## src/rtl/ps_queue_fetch_wavepool_pkg.sv

```systemverilog
// Shared issue/global definitions for the fetch-to-wavepool instruction queue.
package ps_queue_fetch_wavepool_pkg;

   localparam int unsigned WFID_W_DEF  = 6;
   localparam int unsigned PC_W_DEF    = 32;
   localparam int unsigned INSTR_W_DEF = 32;

endpackage

```

## src/rtl/ps_queue_ram.sv

```systemverilog
// Queue payload storage: one synchronous write port, one asynchronous read port.
module ps_queue_ram #(
   parameter int unsigned DEPTH = 2,
   parameter int unsigned WIDTH = 8
) (
   input  logic                     clk_i,
   input  logic                     we_i,
   input  logic [$clog2(DEPTH)-1:0] waddr_i,
   input  logic [WIDTH-1:0]         wdata_i,
   input  logic [$clog2(DEPTH)-1:0] raddr_i,
   output logic [WIDTH-1:0]         rdata_o
);

   logic [WIDTH-1:0] mem_q [DEPTH];

   always_ff @(posedge clk_i) begin
      if (we_i) begin
         mem_q[waddr_i] <= wdata_i;
      end
   end

   assign rdata_o = mem_q[raddr_i];

endmodule

```

## src/rtl/ps_queue_fetch_wavepool.sv

```systemverilog
// Fetch-return to wavepool instruction queue (circular FIFO with per-entry live bits).
// Define PS_QUEUE_WF_FLUSH_EN to enable per-wavefront flush; otherwise flush ports are ignored.
module ps_queue_fetch_wavepool
   import ps_queue_fetch_wavepool_pkg::*;
#(
   parameter int unsigned WFID_W  = WFID_W_DEF,
   parameter int unsigned PC_W    = PC_W_DEF,
   parameter int unsigned INSTR_W = INSTR_W_DEF,
   parameter int unsigned DEPTH   = 2
) (
   input  logic                       clk,
   input  logic                       rst,
   input  logic                       in_valid,
   input  logic                       in_first,
   input  logic [WFID_W-1:0]          in_wfid,
   input  logic [PC_W-1:0]            in_pc,
   input  logic [INSTR_W-1:0]         in_instr,
   output logic                       in_ready,
   output logic                       out_valid,
   output logic                       out_first,
   output logic [WFID_W-1:0]          out_wfid,
   output logic [INSTR_W+PC_W-1:0]    out_instr_pc,
   input  logic                       out_ready,
   input  logic                       flush_valid,
   input  logic [WFID_W-1:0]          flush_wfid,
   output logic [$clog2(DEPTH):0]     count
);

   localparam int unsigned AW  = $clog2(DEPTH);
   localparam int unsigned CW  = AW + 1;
   localparam int unsigned PLW = 1 + WFID_W + INSTR_W + PC_W;
   localparam logic [CW-1:0] FULL = CW'(DEPTH);

   logic [AW-1:0]    wr_ptr_q, wr_ptr_d;
   logic [AW-1:0]    rd_ptr_q, rd_ptr_d;
   logic [CW-1:0]    count_q, count_d;
   logic [DEPTH-1:0] live_q, live_d;
   logic             in_ready_q, in_ready_d;
   logic             push, pop, head_occ, head_live, head_show;
   logic [PLW-1:0]   rd_data;

`ifdef PS_QUEUE_WF_FLUSH_EN
   // Shadow copy of each slot's wfid so all slots can be matched in parallel.
   logic [WFID_W-1:0] wfid_tag_q [DEPTH];

   always_ff @(posedge clk) begin
      if (push) begin
         wfid_tag_q[wr_ptr_q] <= in_wfid;
      end
   end
`else
   logic unused_flush;
   assign unused_flush = ^{flush_valid, flush_wfid};
`endif

   assign head_occ  = (count_q != '0);
   assign head_live = live_q[rd_ptr_q];
   assign head_show = head_occ & head_live;
   assign push      = in_valid & in_ready_q;
   // Killed heads drain on their own, one per cycle, without out_valid.
   assign pop       = head_occ & (~head_live | out_ready);

   always_comb begin
      wr_ptr_d = wr_ptr_q;
      rd_ptr_d = rd_ptr_q;
      count_d  = count_q;
      live_d   = live_q;
`ifdef PS_QUEUE_WF_FLUSH_EN
      if (flush_valid) begin
         for (int unsigned i = 0; i < DEPTH; i++) begin
            if (wfid_tag_q[AW'(i)] == flush_wfid) begin
               live_d[AW'(i)] = 1'b0;
            end
         end
      end
`endif
      if (pop) begin
         rd_ptr_d = rd_ptr_q + AW'(1);
      end
      if (push) begin
         wr_ptr_d = wr_ptr_q + AW'(1);
`ifdef PS_QUEUE_WF_FLUSH_EN
         live_d[wr_ptr_q] = ~(flush_valid && (in_wfid == flush_wfid));
`else
         live_d[wr_ptr_q] = 1'b1;
`endif
      end
      case ({push, pop})
         2'b10:   count_d = count_q + CW'(1);
         2'b01:   count_d = count_q - CW'(1);
         default: count_d = count_q;
      endcase
      in_ready_d = (count_d < FULL);
   end

   always_ff @(posedge clk) begin
      if (rst) begin
         wr_ptr_q   <= '0;
         rd_ptr_q   <= '0;
         count_q    <= '0;
         live_q     <= '0;
         in_ready_q <= 1'b0;
      end else begin
         wr_ptr_q   <= wr_ptr_d;
         rd_ptr_q   <= rd_ptr_d;
         count_q    <= count_d;
         live_q     <= live_d;
         in_ready_q <= in_ready_d;
      end
   end

   ps_queue_ram #(
      .DEPTH (DEPTH),
      .WIDTH (PLW)
   ) u_ram (
      .clk_i   (clk),
      .we_i    (push),
      .waddr_i (wr_ptr_q),
      .wdata_i ({in_first, in_wfid, in_instr, in_pc}),
      .raddr_i (rd_ptr_q),
      .rdata_o (rd_data)
   );

   assign in_ready     = in_ready_q;
   assign count        = count_q;
   assign out_valid    = head_show;
   assign out_first    = head_show & rd_data[PLW-1];
   assign out_wfid     = head_show ? rd_data[PLW-2 -: WFID_W] : '0;
   assign out_instr_pc = head_show ? rd_data[INSTR_W+PC_W-1:0] : '0;

endmodule

```

## config.mk

```make
export PLATFORM = sky130hd
export DESIGN_NAME = ps_queue_fetch_wavepool
export DESIGN_NICKNAME = d
export VERILOG_FILES = /design/src/rtl/ps_queue_fetch_wavepool_pkg.sv /design/src/rtl/ps_queue_ram.sv /design/src/rtl/ps_queue_fetch_wavepool.sv
export SDC_FILE = /design/constraint.sdc
export NUM_CORES = 1
export LEC_CHECK = 0
export ABC_AREA = 1
export BUFFER_PORTS_ARGS = -buffer_cell sky130_fd_sc_hd__clkbuf_2
export CAP_MARGIN = 40
export CORE_MARGIN = 1
export CORE_UTILIZATION = 56
export DETAILED_ROUTE_END_ITERATION = 16
export PLACE_DENSITY = 0.84
export SETUP_SLACK_MARGIN = 0.02
export SLEW_MARGIN = 30
export SYNTH_ARGS = -nofsm -noshare
export SYNTH_HDL_FRONTEND = slang
export SYNTH_SLANG_ARGS = --single-unit
```

## constraint.sdc

```tcl
create_clock -name clk -period 12.68 [get_ports clk]
set_clock_uncertainty 0.15 [all_clocks]
set_input_delay 1.902 -clock clk [delete_from_list [all_inputs] [get_ports clk]]
set_output_delay 1.902 -clock clk [all_outputs]
set_load 0.01 [all_outputs]
```

-- Yosys cells after proc, flatten, opt, wreduce, memory -nomap -nowiden
Memories as Yosys holds them, arrays and structs flattened. A register that Yosys moved wholly into a read port is not among the register bits.
Cells that the tools add are included.
- output and inout bits: 75
- input port bits: 82
- logic and storage cells: 36
- bits in latches: 0
- memories kept: 1
- ROM bits: 0
- memory bits (writable): 142
- register bits: 7
- memories (memory ; depth ; width ; rd ports ; clocked after memory_dff ; write ports ; line ; RTL):
    u_ram.mem_q ; 2 ; 71 ; 1 ; 1 ; 1 ; ps_queue_ram.sv:14 ; logic [WIDTH-1:0] mem_q [DEPTH];
- add/subtract/negate cells: 4
- multiplexer cells: 11
- bitwise logic cells: 7
- divide/modulo/power cells: 0
- shifts and indexed selects: 0
- equal/unequal tests: 2
- $mul: 0
- reduce and logical (&&, ||, !) cells: 2
- magnitude comparators: 4
- operators with widths (cell ; count):
    64-bit two-way mux ; 1
    1-bit two-way mux ; 7
    6-bit two-way mux ; 1
    1-bit bitwise AND ; 4
    1-bit by 2-bit less-than comparator with 1-bit output, second input constant ; 2
    2-bit case mux with 2 select lines ; 1
    1-bit adder, second input constant ; 2
    2-bit by 1-bit adder with 2-bit output, second input constant ; 1
    2-bit by 1-bit == test with 1-bit output, second input constant ; 1
    2-bit == test, second input constant ; 1
    2-bit less-than comparator, second input constant ; 1
    2-bit bitwise OR ; 1
    2-bit nonzero test ; 1
    2-bit by 1-bit subtractor with 2-bit output, second input constant ; 1
    1-bit demux with 1-bit select ; 1
    1-bit greater-or-equal comparator, second input constant ; 1
    1-bit logical AND ; 1
    1-bit NOT ; 1
    1-bit bitwise OR ; 1

-- Depth between registers and ports, before layout
Gate-level depths: netlist of run 1.
- depth in word-level cells: 8
- depth in mapped cells: 11
- depth with buffers taken out: 11

-- Cells and area by module
From an unflattened synthesis of run 1, not the netlist that was laid out.
- cell total of the unflattened synthesis: 571
- area total of the unflattened synthesis: 6333.6 um^2
- modules (own cells, without submodules) (module ; instances ; area each (um^2) ; cells an instance ; sequential area each (um^2)):
    ps_queue_ram ; 1 ; 5211.2 ; 375 ; 4264.1
    ps_queue_fetch_wavepool ; 1 ; 1122.3 ; 196 ; 140.1

-- Worst setup path after synthesis of run 1
Ideal clock, no wire load.
- kind: input-to-reg
- start point: input port in_valid
- end point: register wr_ptr_q
- data required time: 12.411 ns
- setup slack: 7.007 ns
- arrival: 5.404 ns
- library setup time: 0.119 ns
- buffers on the path: 0
- stages: 5
- cells stage by stage: nand2_1 nor2_1 inv_1 nand2_1 a21oi_1
- word-level cells in the longest chain between the ends: 1
- ends and longest elaborated chain (what ; line ; RTL):
    from (decl) ; ps_queue_fetch_wavepool.sv:13 ; input logic in_valid,
    1-bit bitwise AND ; ps_queue_fetch_wavepool.sv:59 ; assign push = in_valid & in_ready_q;
    to (signal assigned) ; ps_queue_fetch_wavepool.sv:104 ; wr_ptr_q <= wr_ptr_d;
    to (decl) ; ps_queue_fetch_wavepool.sv:34 ; logic [AW-1:0] wr_ptr_q, wr_ptr_d;
Every way passes these cells.
A chain may end at the register's enable or synchronous reset.

-- Worst setup path after layout of run 1
- start point: register count_q[0] (netlist: count[0])
- end point: output port out_instr_pc[17]
- word-level cells in the longest chain between the ends: 3
- ends and longest elaborated chain (what ; line ; RTL):
    from (decl) ; ps_queue_fetch_wavepool.sv:36 ; logic [CW-1:0] count_q, count_d;
    from (signal assigned) ; ps_queue_fetch_wavepool.sv:106 ; count_q <= count_d;
    2-bit nonzero test ; ps_queue_fetch_wavepool.sv:56 ; assign head_occ = (count_q != '0);
    1-bit bitwise AND ; ps_queue_fetch_wavepool.sv:58 ; assign head_show = head_occ & head_live;
    64-bit two-way mux ; ps_queue_fetch_wavepool.sv:129 ; assign out_instr_pc = head_show ? rd_data[INSTR_W+PC_W-1:0] : '0;
    to (decl) ; ps_queue_fetch_wavepool.sv:22 ; output logic [INSTR_W+PC_W-1:0] out_instr_pc,
Every way passes these cells.

==> impl_metrics.csv, run 1 <==
group,metric,value,unit
status,outcome,"completed",
power,clockPowerShare,36.3,%
drt,drc,0,
synth,ys_ff_latch,150,
timing,hold_violations,0,
clocking,clkSinkCount,150,
drt,final_antenna_net_count,0,
cells_and_area,n_antenna_cell,0,
cells_and_area,drive_gt1_share,44.3,%
synth,syn_area,5930,um2
synth,syn_nets,511,
timing,tns,0,ns
clocking,clk_pin_slew_worst_paths,0.06,ns
power,p_comb_share,21.5,%
power,p_leak,0.00289,uW
drt,viasPerCell,5.15,
floorplan,die_h,105,um
setup_path,cp.required,10.63,ns
placed_design,dp_cells,698,
run,maxCapViolations,0,
synth,yosys-top-cells-count,"150 x nand2_1, 142 x edfxtp_1, 69 x a21oi_2",
floorplan,ios,157,
power,switching_share,28.2,%
timing,fin_crit_sh,36.0,%
synth,postSynthCellCount,428,
timing,max_freq,0.219,GHz
cells_and_area,nNetsFinal,664,
timing,worstMarginPinSlew,0.777,ns
synth,synth_edf_count,142,
drt,vias,3758,
timing,rsz0062_at_grt,"false",
power,ir_drop,0.114,mV
drt,wirelength,11.3,mm
synth,synth-seq-area-share,74.6,%
drt,drt_iter0_markers,258,
clocking,clk_latency,0.51,ns
floorplan,initial_core_util,57.7,%
setup_path,crit_path_start_kind,"flop",
global_route,grt_usage,21.5,%
clocking,cts_tree,"yes",
cells_and_area,area_growth,25.8,%
clocking,cts-root-buf,"clkbuf_8",
timing,slew_viol_final,0,
synth,syn_avg_cell_area,13.9,um2
synth,synth_area_leaders,"edfxtp_1 72%, a21oi_2 10%, nand2_1 9.5%, dfxtp_1 2.7%, buf_6 1.3%",
synth,yosys.cell_count.top_type,"nand2_1",
global_route,grt-ovfl-total,0,
setup_path,crit_path_end_kind,"primary output",
clocking,ctsHoldBuffers,0,
drt,route.detailed.wl_per_inst,15.5,um
power,p_int,1070,uW
power,switching_power,422,uW
power,p_seq_share,42.2,%
floorplan,die-area,11000,um2
clocking,cts_max_level,4,
floorplan,rows,37,
setup_path,path_class,"flop to primary output",
setup_path,cp.arrival,2.52,ns
timing,setup_viol,0,
placed_design,dp_hpwl,7.21,mm
synth,synth_top_area_share,71.9,%
synth,synthArstFlopShare,0,%
cells_and_area,fin_cells,730,
timing,fin_crit,4.57,ns
synth,yosysWarnings,0,
synth,ys.flop_type,"edfxtp_1",
global_route,grt_pass1_vias,3727,
global_route,grt_start_max_net_pins,72,
clocking,postCtsSetupRepairBufs,0,
clocking,cts_resized,0,
synth,yosysUniqueCellTypes,17,
power,p_per_area,200,nW/um2
setup_path,cp_max_fo,38,
clocking,cts_buffers,17,
worst_hold_path,min_path_type,"flop to flop",
global_route,grt_pass1_wl,17.6,mm
placed_design,gp_congestion,0.757,
placed_design,numPortBuffers,149,
clocking,clockBufferDepth,2,
synth,yosys.area.top_type,"edfxtp_1",
floorplan,die_x,105,um
floorplan,coreArea,10300,um2
timing,slew_headroom,48.2,%
global_route,antenna_found_initial,0,
drt,dr.pass1.iters,4,
[power groups by stage]
stage | Sequential, uW | Combinational, uW | Clock, uW
after floorplan | 643 | 226 | 0
after global placement | 637 | 302 | 0
after detailed placement | 641 | 323 | 0
after CTS | 631 | 325 | 549
after global routing | 636 | 354 | 568
final | 631 | 321 | 543
[per-layer routing]
metal / up-vias / part of all wire, % / wire [um] / global-route usage (%)
li1: 1802 / - / - / -
met1: 1796 / 40 / 4550 / 25.8
met2: 148 / 52 / 5930 / 37.7
met3: 12 / 5.9 / 671 / 4.80
met4: 0 / 1.3 / 146 / 8.85
met5: - / 0 / 0 / 0
[path summary, 6_finish.rpt]
kind | start | end | slack, ns | cells after the start
hold / removal | live_q[0] | live_q[0] | 0.33 | 2
hold reg to reg | live_q[0] | live_q[0] | 0.33 | 2
setup reg to reg | in_ready | live_q[1] | 10.41 | 6
setup / recovery | count[0] | out_instr_pc[17] | 8.11 | 6
[cell families (layout without fill, tap and decap cells)]
family	after synthesis	count (layout)	share of synthesized area (%)
AO/OA/AOI/OAI	77	77	10.9
AND/OR/NAND/NOR	165	165	10.9
buffers and inverters	35	201	3.42
adder cells (fa/ha/maj)	1	1	0.211
flip-flops	150	150	74.6
[final cells by class]
cell class | instances | area, um2
well taps | 136 | 170
fillers | 683 | 2820
inverters | 13 | 48.8
clock inverters | 8 | 168
flip-flops and latches | 150 | 4430
repair buffers | 156 | 838
multi-input cells | 243 | 1320
clock buffers | 24 | 490
[state kept, by name, indices dropped and copies added, names as in the netlist, named ones only]
register and count:
in_ready 1, count 1, live_q 2, u_ram.mem_q 142
rd_ptr_q 1, wr_ptr_q 1
[cell usage in the layout (no fill, tap or decap), types with 2 or more instances in the layout]
cell	n
inv_1	11
clkbuf_8	6
clkbuf_16	16
nand2_1	150
a21oi_2	69
buf_4	5
nor2_4	2
dfxtp_1	7
a21oi_1	7
clkbuf_1	2
clkbuf_2	149
nor2_1	5
buf_16	2
edfxtp_1	142
clkinv_2	2
nand2_2	2
bufinv_16	5
inv_2	2
nand3_1	3
[through the flow]
stage / total power (uW) / hold WS [ns] / setup slack (ns) / cell area [um2] / util [%]
3_3_place_gp: 939 / 0.295 / 8.61 / 6750 / 65.6
2_1_floorplan: 869 / 0.279 / 7.01 / 5930 / -
6_report: 1490 / 0.333 / 8.11 / 7460 / 72.6
4_1_cts: 1500 / 0.336 / 8.08 / 7460 / 72.6
5_1_grt: 1560 / 0.370 / 7.96 / 7460 / 72.6
3_5_place_dp: 964 / 0.321 / 8.64 / 6800 / 66.2
[critical path, cell delays in order (launching register included)]
cell and delay (ns):
dfxtp_1 0.38, inv_2 0.08, nand2_2 0.11, nand3_4 0.48, buf_4 0.54, a21oi_2 0.22
clkbuf_2 0.16
Note: power is estimated with default switching activity, not from simulation.
==> inputs of run 2 (changes only) <==
Settings changed: CORE_UTILIZATION 56 to 52, PLACE_DENSITY 0.84 to 0.79.
Clock period 12.68 ns to 4.62 ns, I/O delays scaled along.
==> run 2 against run 1 <==
Utilization down 4.9 points. First-iteration DRC count shrank 24%. Total power rose to 2.6 times the previous value. Clock-buffer cell count is 6 lower. Final cell count up 0.68%. Die area increased by 7.5%.
==> impl_metrics.csv, run 2 (synthesis gave the netlist of run 1 again) <==
group,metric,value,unit
cells_and_area,largest_reg_flops,142,
cells_and_area,area_growth,25.3,%
setup_path,cp.required,3.78,ns
global_route,grt_pass1_wl,17.8,mm
placed_design,dp_hpwl,7.41,mm
drt,route.detailed.wl_per_inst,15.7,um
timing,slew_headroom,47.8,%
global_route,grt-ovfl-total,0,
floorplan,die_x,109,um
floorplan,ios,157,
setup_path,worst_r2r_startpoint,"in_ready",
clocking,clkSinkCount,150,
setup_path,cp_slowest_cell,"nand3_4",
global_route,antenna_found_initial,0,
timing,setup_viol,0,
cells_and_area,final_core_util,67.7,%
global_route,grt_start_max_net_pins,72,
timing,rsz0062_at_grt,"false",
setup_path,path_class,"flop to primary output",
setup_path,crit_path_start_kind,"flop",
worst_hold_path,worstHoldStart,"live_q[1]",
status,outcome,"completed",
power,p_leak,0.00286,uW
clocking,cts_resized,0,
placed_design,numPortBuffers,149,
worst_hold_path,min_path_type,"flop to flop",
drt,vias,3722,
timing,max_freq,0.319,GHz
drt,viasPerCell,5.06,
drt,dr.pass1.iters,4,
clocking,clockBufferDepth,2,
timing,fin_crit_sh,67.8,%
timing,fin_crit,3.13,ns
setup_path,max_stage_delay,0.43,ns
timing,worstMarginPinSlew,0.782,ns
drt,final_antenna_net_count,0,
floorplan,coreArea,11000,um2
worst_hold_path,holdPathEnd,"live_q[1]",
setup_path,cp_cell_sequence,"inv_2 -> nand2_2 -> nand3_4 -> buf_12 -> buf_4 -> a21oi_2 -> clkbuf_2",
drt,wirelength,11.5,mm
drt,drt_iter0_markers,197,
floorplan,initial_core_util,54.0,%
clocking,clk_latency,0.40,ns
global_route,grt_pass1_vias,3741,
cells_and_area,nNetsFinal,665,
drt,drc,0,
clocking,cts_max_level,4,
run,maxCapViolations,0,
cells_and_area,drive_gt1_share,44.4,%
setup_path,crit_path_end_kind,"primary output",
timing,slew_viol_final,0,
drt,dr_wl_met2,6.02,mm
cells_and_area,final_common_cell,"nand2_1",
timing,hold_violations,0,
cells_and_area,regMostFlops,"u_ram.mem_q",
drt,top_layer,"met4",
floorplan,die_h,109,um
cells_and_area,largestRegisters,"u_ram.mem_q: 142 flops, live_q: 2 flops",
global_route,grt_usage,20.5,%
floorplan,rows,38,
setup_path,cp.arrival,2.29,ns
setup_path,cp_max_fo,31,
clocking,ctsHoldBuffers,0,
clocking,postCtsSetupRepairBufs,0,
clocking,cts_buffers,17,
floorplan,die-area,11800,um2
placed_design,gp_congestion,0.795,
drt,wl_met1,4.82,mm
power,p_per_area,532,nW/um2
setup_path,r2r_slack,2.65,ns
setup_path,worstRegToRegCells,7,
clocking,cts_tree,"yes",
setup_path,timing.rr.end,"wr_ptr_q",
worst_hold_path,whs_path_depth,2,
clocking,clk_pin_slew_worst_paths,0.06,ns
cells_and_area,final_cell_mix,"150 x nand2_1, 149 x clkbuf_2, 142 x edfxtp_1, 69 x a21oi_2, 17 x clkbuf_16",
clocking,cts-root-buf,"clkbuf_16",
power,ir_drop,0.288,mV
timing,tns,0,ns
drt,met3WireLength,588,um
cells_and_area,n_antenna_cell,0,
[run 2: cell count changes in the layout (fill, tap and decap cells not counted)]
cell | before | now
buf_12 | 0 | 3
buf_4 | 5 | 3
bufinv_16 | 5 | 2
inv_6 | 0 | 3
clkbuf_8 | 6 | 0
clkinvlp_4 | 1 | 4
clkinv_4 | 0 | 3
clkinv_2 | 2 | 1
clkinv_1 | 0 | 1
clkbuf_1 | 2 | 1
clkbuf_16 | 16 | 17
[run 2: worst max path at each step]
stage / from / to / cells after the start
finish: count[0] / out_instr_pc[47] / 7
global route: count[0] / out_instr_pc[49] / 7
CTS: count[0] / out_instr_pc[47] / 7
detailed placement: count[0] / out_instr_pc[47] / 7
global placement: count[0] / out_instr_pc[57] / 6
floorplan: in_valid / wr_ptr_q / 5
[run 2: critical path, delay by kind of cell (launching register included)]
kind | cells | cell delay, ns
AO/OA/AOI/OAI | 1 | 0.13
buffers and inverters | 4 | 0.82
flip-flops | 1 | 0.37
AND/OR/NAND/NOR | 2 | 0.55
[run 2: metrics by stage]
stage	hold WS [ns]	worst slack [ns]	instance area (um2)	std cells	power, uW
CTS	0.303	1.42	7430	735	4000
floorplan	0.279	0.156	5930	428	2390
finish	0.320	1.49	7430	735	3950
detailed placement	0.309	1.89	6850	703	2670
global route	0.304	1.29	7430	735	4150
global placement	0.297	1.60	6780	700	2610
[run 2: layout make-up]
| cell class | instances | area, um2 |
|---|---|---|
| fill | 793 | 3550 |
| sequential | 150 | 4430 |
| inverter | 13 | 48.8 |
| clock inverter | 14 | 151 |
| clock buffer | 18 | 429 |
| tap | 140 | 175 |
| timing repair buffer | 157 | 883 |
| multi-input combinational | 243 | 1320 |
[run 2: power breakdown]
group / total (uW) / internal [uW] / leakage, uW / switching, uW
combinational: 899 / 274 / 0.00122 / 625
clock: 1320 / 799 / 0.000271 / 525
sequential: 1730 / 1680 / 0.00136 / 47.3
total: 3950 / 2760 / 0.00286 / 1200
[run 2: layer usage]
layer / up-vias / track usage (%)
li1: 1817 / -
met1: 1788 / 23.9
met2: 108 / 35.8
met3: 9 / 5.68
met4: 0 / 8.11
met5: - / 0
